## src/rtl/reg_file_param.sv

```systemverilog
`default_nettype none
// ============================================================================
// Module   : reg_file_param
// Brief    : Parametrised multi-port register file: two prioritised write ports,
//            optional write-to-read bypass, optional zero register and a busy
//            scoreboard for outstanding multi-cycle results.
// Revision : 1.0 - initial release
// ============================================================================
module reg_file_param #(
  parameter int DATA_WIDTH = 32,
  parameter int ADDR_WIDTH = 5,
  parameter int READ_PORTS = 2,
  parameter int ZERO_REG   = 1,
  parameter int BYPASS     = 1
) (
  input  logic                             CLK,
  input  logic                             RST,
  input  logic                             we0,
  input  logic [ADDR_WIDTH-1:0]            waddr0,
  input  logic [DATA_WIDTH-1:0]            wdata0,
  input  logic                             we1,
  input  logic [ADDR_WIDTH-1:0]            waddr1,
  input  logic [DATA_WIDTH-1:0]            wdata1,
  input  logic [READ_PORTS*ADDR_WIDTH-1:0] raddr,
  output logic [READ_PORTS*DATA_WIDTH-1:0] rdata,
  output logic [READ_PORTS-1:0]            rbusy,
  input  logic                             busy_set,
  input  logic [ADDR_WIDTH-1:0]            busy_addr,
  output logic [(2**ADDR_WIDTH)-1:0]       busy_vec
);

  localparam int C_DEPTH = 2**ADDR_WIDTH;

  logic [DATA_WIDTH-1:0] r_regs [C_DEPTH];
  logic [C_DEPTH-1:0]    r_busy;
  logic [C_DEPTH-1:0]    w_busy_nxt;
  logic                  w_wr0_ok;
  logic                  w_wr1_ok;

  assign w_wr0_ok = we0 && !((ZERO_REG != 0) && (waddr0 == '0));
  assign w_wr1_ok = we1 && !((ZERO_REG != 0) && (waddr1 == '0));

  // Port 1 is assigned last so it wins a same-address collision.
  always_ff @(posedge CLK or posedge RST) begin
    if (RST) begin
      for (int i = 0; i < C_DEPTH; i++) begin
        r_regs[i] <= '0;
      end
    end else begin
      if (w_wr0_ok) r_regs[waddr0] <= wdata0;
      if (w_wr1_ok) r_regs[waddr1] <= wdata1;
    end
  end

  // Set is applied after clear: a new pending result outranks the retiring one.
  always_comb begin
    w_busy_nxt = r_busy;
    if (we1)      w_busy_nxt[waddr1]    = 1'b0;
    if (busy_set) w_busy_nxt[busy_addr] = 1'b1;
    if (ZERO_REG != 0) w_busy_nxt[0] = 1'b0;
  end

  always_ff @(posedge CLK or posedge RST) begin
    if (RST) r_busy <= '0;
    else     r_busy <= w_busy_nxt;
  end

  assign busy_vec = r_busy;

  generate
    for (genvar k = 0; k < READ_PORTS; k++) begin : g_rd
      logic [ADDR_WIDTH-1:0] w_ra;
      logic [DATA_WIDTH-1:0] w_rd;
      logic                  w_byp0;
      logic                  w_byp1;
      logic                  w_zero;

      assign w_ra = raddr[k*ADDR_WIDTH +: ADDR_WIDTH];
      // Forwarding is suppressed during reset so outputs read zero immediately.
      assign w_byp1 = (BYPASS != 0) && !RST && we1 && (waddr1 == w_ra);
      assign w_byp0 = (BYPASS != 0) && !RST && we0 && (waddr0 == w_ra);
      assign w_zero = (ZERO_REG != 0) && (w_ra == '0);

      always_comb begin
        w_rd = r_regs[w_ra];
        if (w_zero)      w_rd = '0;
        else if (w_byp1) w_rd = wdata1;
        else if (w_byp0) w_rd = wdata0;
      end

      assign rdata[k*DATA_WIDTH +: DATA_WIDTH] = w_rd;
      assign rbusy[k] = r_busy[w_ra] & ~w_byp1;
    end
  endgenerate

endmodule
`default_nettype wire

```

## config.mk

```make
export PLATFORM = sky130hd
export DESIGN_NAME = reg_file_param
export DESIGN_NICKNAME = d
export VERILOG_FILES = /design/src/rtl/reg_file_param.sv
export SDC_FILE = /design/constraint.sdc
export NUM_CORES = 2
export LEC_CHECK = 0
export ABC_CLOCK_PERIOD_IN_PS = 52500
export BUFFER_PORTS_ARGS = -buffer_cell sky130_fd_sc_hd__clkbuf_2
export CAP_MARGIN = 20
export CORE_ASPECT_RATIO = 1.75
export CORE_MARGIN = 2
export CORE_UTILIZATION = 60
export DETAILED_ROUTE_END_ITERATION = 10
export GPL_TIMING_DRIVEN = 0
export HOLD_SLACK_MARGIN = 0.15
export PLACE_DENSITY = 0.79
export SLEW_MARGIN = 10
export SYNTH_ARGS = -nofsm -noshare
export SYNTH_HDL_FRONTEND = slang
export SYNTH_SLANG_ARGS = --single-unit
```

## constraint.sdc

```tcl
create_clock -name CLK -period 52.5 [get_ports CLK]
set_clock_uncertainty 0.15 [all_clocks]
set_input_delay 10.5 -clock CLK [delete_from_list [all_inputs] [get_ports CLK]]
set_output_delay 10.5 -clock CLK [all_outputs]
set_load 0.02 [all_outputs]
```

==> run_results.csv, run 1 <==
group,metric,value,unit
global_routing,grtUsageTotal,84.8,%
global_routing,grt_pass1_vias,77200,
yosys,ys_ff_latch,1055,
yosys,yosys.area.top_type,"dfrtp_1",
floorplan,die_h,446,um
cts,cts_resized,0,
placed_design,post-place-cells,8307,
global_routing,grt_max_degree,120,
yosys,synth_top_family_by_area,"multiplexers",
yosys,yosys_warnings,0,
cts,ctsHoldBuffers,0,
yosys,synth_adder_area_share,0,%
yosys,synth_xor_area_share,0.262,%
floorplan,ioPinCount,192,
placed_design,portBuffers,108,
yosys,synth.most_common_cell,"dfrtp_1",
outcome,tool.error,"[ERROR GRT-0116] Global routing finished with congestion. Check the congestion regions in the DRC Viewer.",
yosys,synth_fp_nets,6795,
cts,h-tree-depth,3,
yosys,synth_edf_count,0,
placed_design,place.gp.congestion,1.23,
placed_design,dp_hpwl,310000,um
floorplan,start_util,60.3,%
yosys,avgSynthCellArea,9.98,sq um
floorplan,row_count,162,
yosys,dominantRegCellSynth,"dfrtp_1",
yosys,synth_area,66900,sq um
outcome,outcome,"stopped before the end",
floorplan,die_x,256,um
yosys,synth-simple-area-share,9.40,%
global_routing,grt-ovfl-total,2006,
yosys,synth_commonest_cells,"dfrtp_1 (1055), mux2i_1 (1042), nor2_1 (695), a21oi_1 (668), nand2_1 (624)",
yosys,synth_cells,6701,
outcome,stop_stage,"global routing",
yosys,synth_cell_types,61,
yosys,synth-compound-area-share,14.2,%
global_routing,grt_first_pass_wirelength,693000,um
cts,clockBufferDepth,3,
yosys,synth_area_leaders,"dfrtp_1 (39%), mux2i_1 (16%), mux4_2 (13%), a21oi_1 (5.0%), nor2_1 (3.9%)",
cts,numCtsBuffers,101,
yosys,synth_top_area_share,39.5,%
cts,post-cts-setup-buffer-count,0,
yosys,synth_mux_area_share,30.6,%
cts,clock_sinks,1055,
cts,cts-root-buf,"clkbuf_16",
yosys,seq_area_frac_synth,39.5,%
yosys,ys_async_sr_fraction,100,%
-- cell families after synthesis --
| group | count (synthesis) |
|---|---|
| AOI/OAI and AO/OA | 1635 |
| muxes | 1546 |
| and+or+nand+nor | 1528 |
| DFF | 1055 |
| buffers and inverters | 916 |
| xor gates and xnor gates | 20 |
| other | 1 |
-- metal layers --
layer | global-route usage (%) | overflow
met1 | 84.2 | 11
met2 | 102 | 1245
met3 | 68.7 | 21
met4 | 89.1 | 727
met5 | 27.4 | 2
-- per-stage QoR --
stage / setup TNS, ns / instance area, sq um / utilization [%] / setup WS, ns
after floorplan: 0 / 66900 / - / 12.15
after global placement: -131.49 / 69300 / 62.5 / -0.281
after detailed placement: 0 / 69700 / 62.9 / 27.34
after CTS: 0 / 73300 / 66.1 / 27.34
==> run 2, diff against run 1 <==
Settings changed: CORE_ASPECT_RATIO 1.75 to not set, CORE_UTILIZATION 60 to 40, HOLD_SLACK_MARGIN 0.15 to not set, PLACE_DENSITY 0.79 to not set, PLACE_DENSITY_LB_ADDON set to 0.15.
==> run 2 against run 1 <==
Effect of this change: the flow now finishes, with violations (max-capacitance violations); area after synthesis is the same; synthesized cell count stayed put.
==> run_results.csv, run 2 <==
group,metric,value,unit
floorplan,start_util,40.1,%
route,drtIter0Drc,10300,
cts,cts-root-buf,"clkbuf_16",
run,cap_violations,1,
cts,ctsHoldBuffers,0,
worst_hold_path,min_to,"r_regs[1021]",
power_and_ir_drop,power.total,3030,uW
power_and_ir_drop,ir_worst_vdd,31.8,uV
floorplan,dieArea,170000,sq um
global_routing,grt_pass1_vias,58200,
yosys,synth_commonest_cells,"dfrtp_1 (1055), mux2i_1 (1042), nor2_1 (695), a21oi_1 (668), nand2_1 (624)",
yosys,ys_async_sr_fraction,100,%
worst_hold_path,min_path_type,"flip-flop to flip-flop",
timing,tightest_slew,1.49,ns
yosys,seq_area_frac_synth,39.5,%
cts,clock_sinks,1055,
setup_path,regToRegSetupSlack,51.42,ns
setup_path,crit_chain,"buf_2, clkinv_1, nand3_1, clkbuf_1, o22ai_1, nor3_1, o32ai_1, clkbuf_2",
route,routed_wl,381000,um
route,drtPass1Iterations,6,
global_routing,grt_max_degree,108,
setup_path,crit_slowest_cell,"clkbuf_1",
yosys,synth_fp_nets,6795,
outcome,failed_checks,"max-capacitance violations",
worst_hold_path,min-delay-start,"r_regs[1021]",
route,drc_errors,0,
yosys,yosys.area.top_type,"dfrtp_1",
finish,final_util,45.2,%
finish,nNetsFinal,7071,
cts,clockBufferDepth,3,
timing,final-hold-violation-count,0,
global_routing,grtUsageTotal,44.1,%
yosys,dominantRegCellSynth,"dfrtp_1",
floorplan,row_count,150,
yosys,synth_cell_types,61,
setup_path,crit_required,41.85,ns
setup_path,timing.critical_path.to_type,"output pin",
yosys,synth_edf_count,0,
timing,hold_ws,0.334,ns
timing,setup_tns,0,ns
cts,cts_resized,0,
cts,post-cts-setup-buffer-count,0,
cts,clock_latency,0.79,ns
placed_design,place.gp.congestion,1.08,
cts,h-tree-depth,4,
placed_design,post-place-cells,9042,
timing,period_share,49.4,%
setup_path,worstSetupStartpointType,"input port",
finish,final_common_cell,"dfrtp_1",
setup_path,critPathKind,"input port to output pin",
floorplan,die_h,413,um
global_routing,grt_first_pass_wirelength,508000,um
power_and_ir_drop,power_density,40.3,nW/um^2
yosys,synth.most_common_cell,"dfrtp_1",
timing,fmax,38.5,MHz
route,ant_nets,0,
timing,drv_slew,0,
yosys,avgSynthCellArea,9.98,sq um
route,vias_per_cell,6.71,
worst_hold_path,min_path_cells,1,
setup_path,r2r_cells,2,
finish,synthToLayoutAreaGrowth,12.6,%
yosys,synth_area,66900,sq um
cts,cts_tree,"yes",
timing,period_needed,25.96,ns
floorplan,die_x,413,um
floorplan,core_area,167000,sq um
yosys,synth_area_leaders,"dfrtp_1 (39%), mux2i_1 (16%), mux4_2 (13%), a21oi_1 (5.0%), nor2_1 (3.9%)",
setup_path,cp.arrival,15.31,ns
yosys,synth_top_area_share,39.5,%
finish,drive_gt1_share,16.0,%
timing,slew_headroom,0.613,%
global_routing,grt_antenna_before_repair,21,
finish,top_register,"r_regs",
timing,setup_violations,0,
finish,largest_reg_flops,1024,
finish,layout_common_cells,"dfrtp_1 (1055), mux2i_1 (1042), nor2_1 (692)",
power_and_ir_drop,leakagePower,0.0315,uW
cts,numCtsBuffers,133,
placed_design,dp_hpwl,307000,um
setup_path,r2r-start,"r_regs[320]",
timing,rsz0062_at_grt,"false",
yosys,synth_cells,6701,
floorplan,ioPinCount,192,
setup_path,crit_path_max_fanout,10,
finish,regArea,26400,sq um
cts,path_clk_slew,0.06,ns
setup_path,slowest_delay,0.94,ns
setup_path,r2r-end,"r_regs[320]",
route,num_vias,62500,
yosys,ys_ff_latch,1055,
finish,multi_input_area,36500,sq um
finish,fill_cells,16200,
finish,layout.cells.non_filler,9304,
yosys,yosys_warnings,0,
route,wl_per_cell,41.0,um
placed_design,portBuffers,108,
global_routing,grt-ovfl-total,0,
outcome,outcome,"finished with violations",
## run 2: worst max path at each step
stage               startpoint      endpoint  slack, ns  cells past startpoint
global placement           RST   r_regs[830]      -3.32                      2
global route          raddr[9]     rdata[56]      26.83                     10
CTS                   raddr[4]      rdata[1]      26.99                      8
finish                raddr[4]      rdata[1]      26.54                      8
detailed placement    raddr[4]      rdata[1]      26.99                      8
floorplan                  RST  busy_vec[10]      12.15                      1
## run 2: cells by family (layout without fill, tap and decap cells)
logic type,after synthesis,count (layout),synth area share (%)
compound gates,1635,1635,14.2
xor+xnor,20,20,0.262
buf+inv,916,1294,6.01
flops,1055,1055,39.5
mux,1546,1546,30.6
other cells,1,22,0.00561
simple gates,1528,1528,9.40
## run 2: area by class of cell
class	instances	share of cell area, %
Multi-Input combinational cell	4730	48.5
Buffer	855	5.05
Sequential cell	1055	35.1
Clock inverter	43	0.677
Inverter	61	0.314
Antenna cell	21	0.0698
Clock buffer	194	5.21
Timing Repair Buffer	141	1.48
Tap cell	2204	3.66
## run 2: per-layer routing
layer,global-route usage [%],up-vias,share of wire [%]
li1,-,25000,-
met1,55.8,32000,37
met2,63.2,4525,42
met3,12.3,981,11
met4,34.8,14,9.6
met5,0,-,0.026
## run 2: power breakdown
part,internal (uW),switching (uW)
logic,360,475
registers,1020,209
clock network,559,408
## run 2: critical path, delay by kind of cell
kind | cells | cell delay [ns]
compound gates | 2 | 0.71
simple gates | 2 | 1.70
buf+inv | 4 | 2.34
## run 2: stage by stage
| stage | setup slack, ns | cell area (sq um) |
|---|---|---|
| 3_3_place_gp | -3.32 | 70200 |
| 4_1_cts | 26.99 | 75100 |
| 3_5_place_dp | 26.99 | 70700 |
| 6_report | 26.54 | 75300 |
| 2_1_floorplan | 12.15 | 66900 |
| 5_1_grt | 26.83 | 75200 |
No activity file was read; power rests on OpenSTA's default activity.
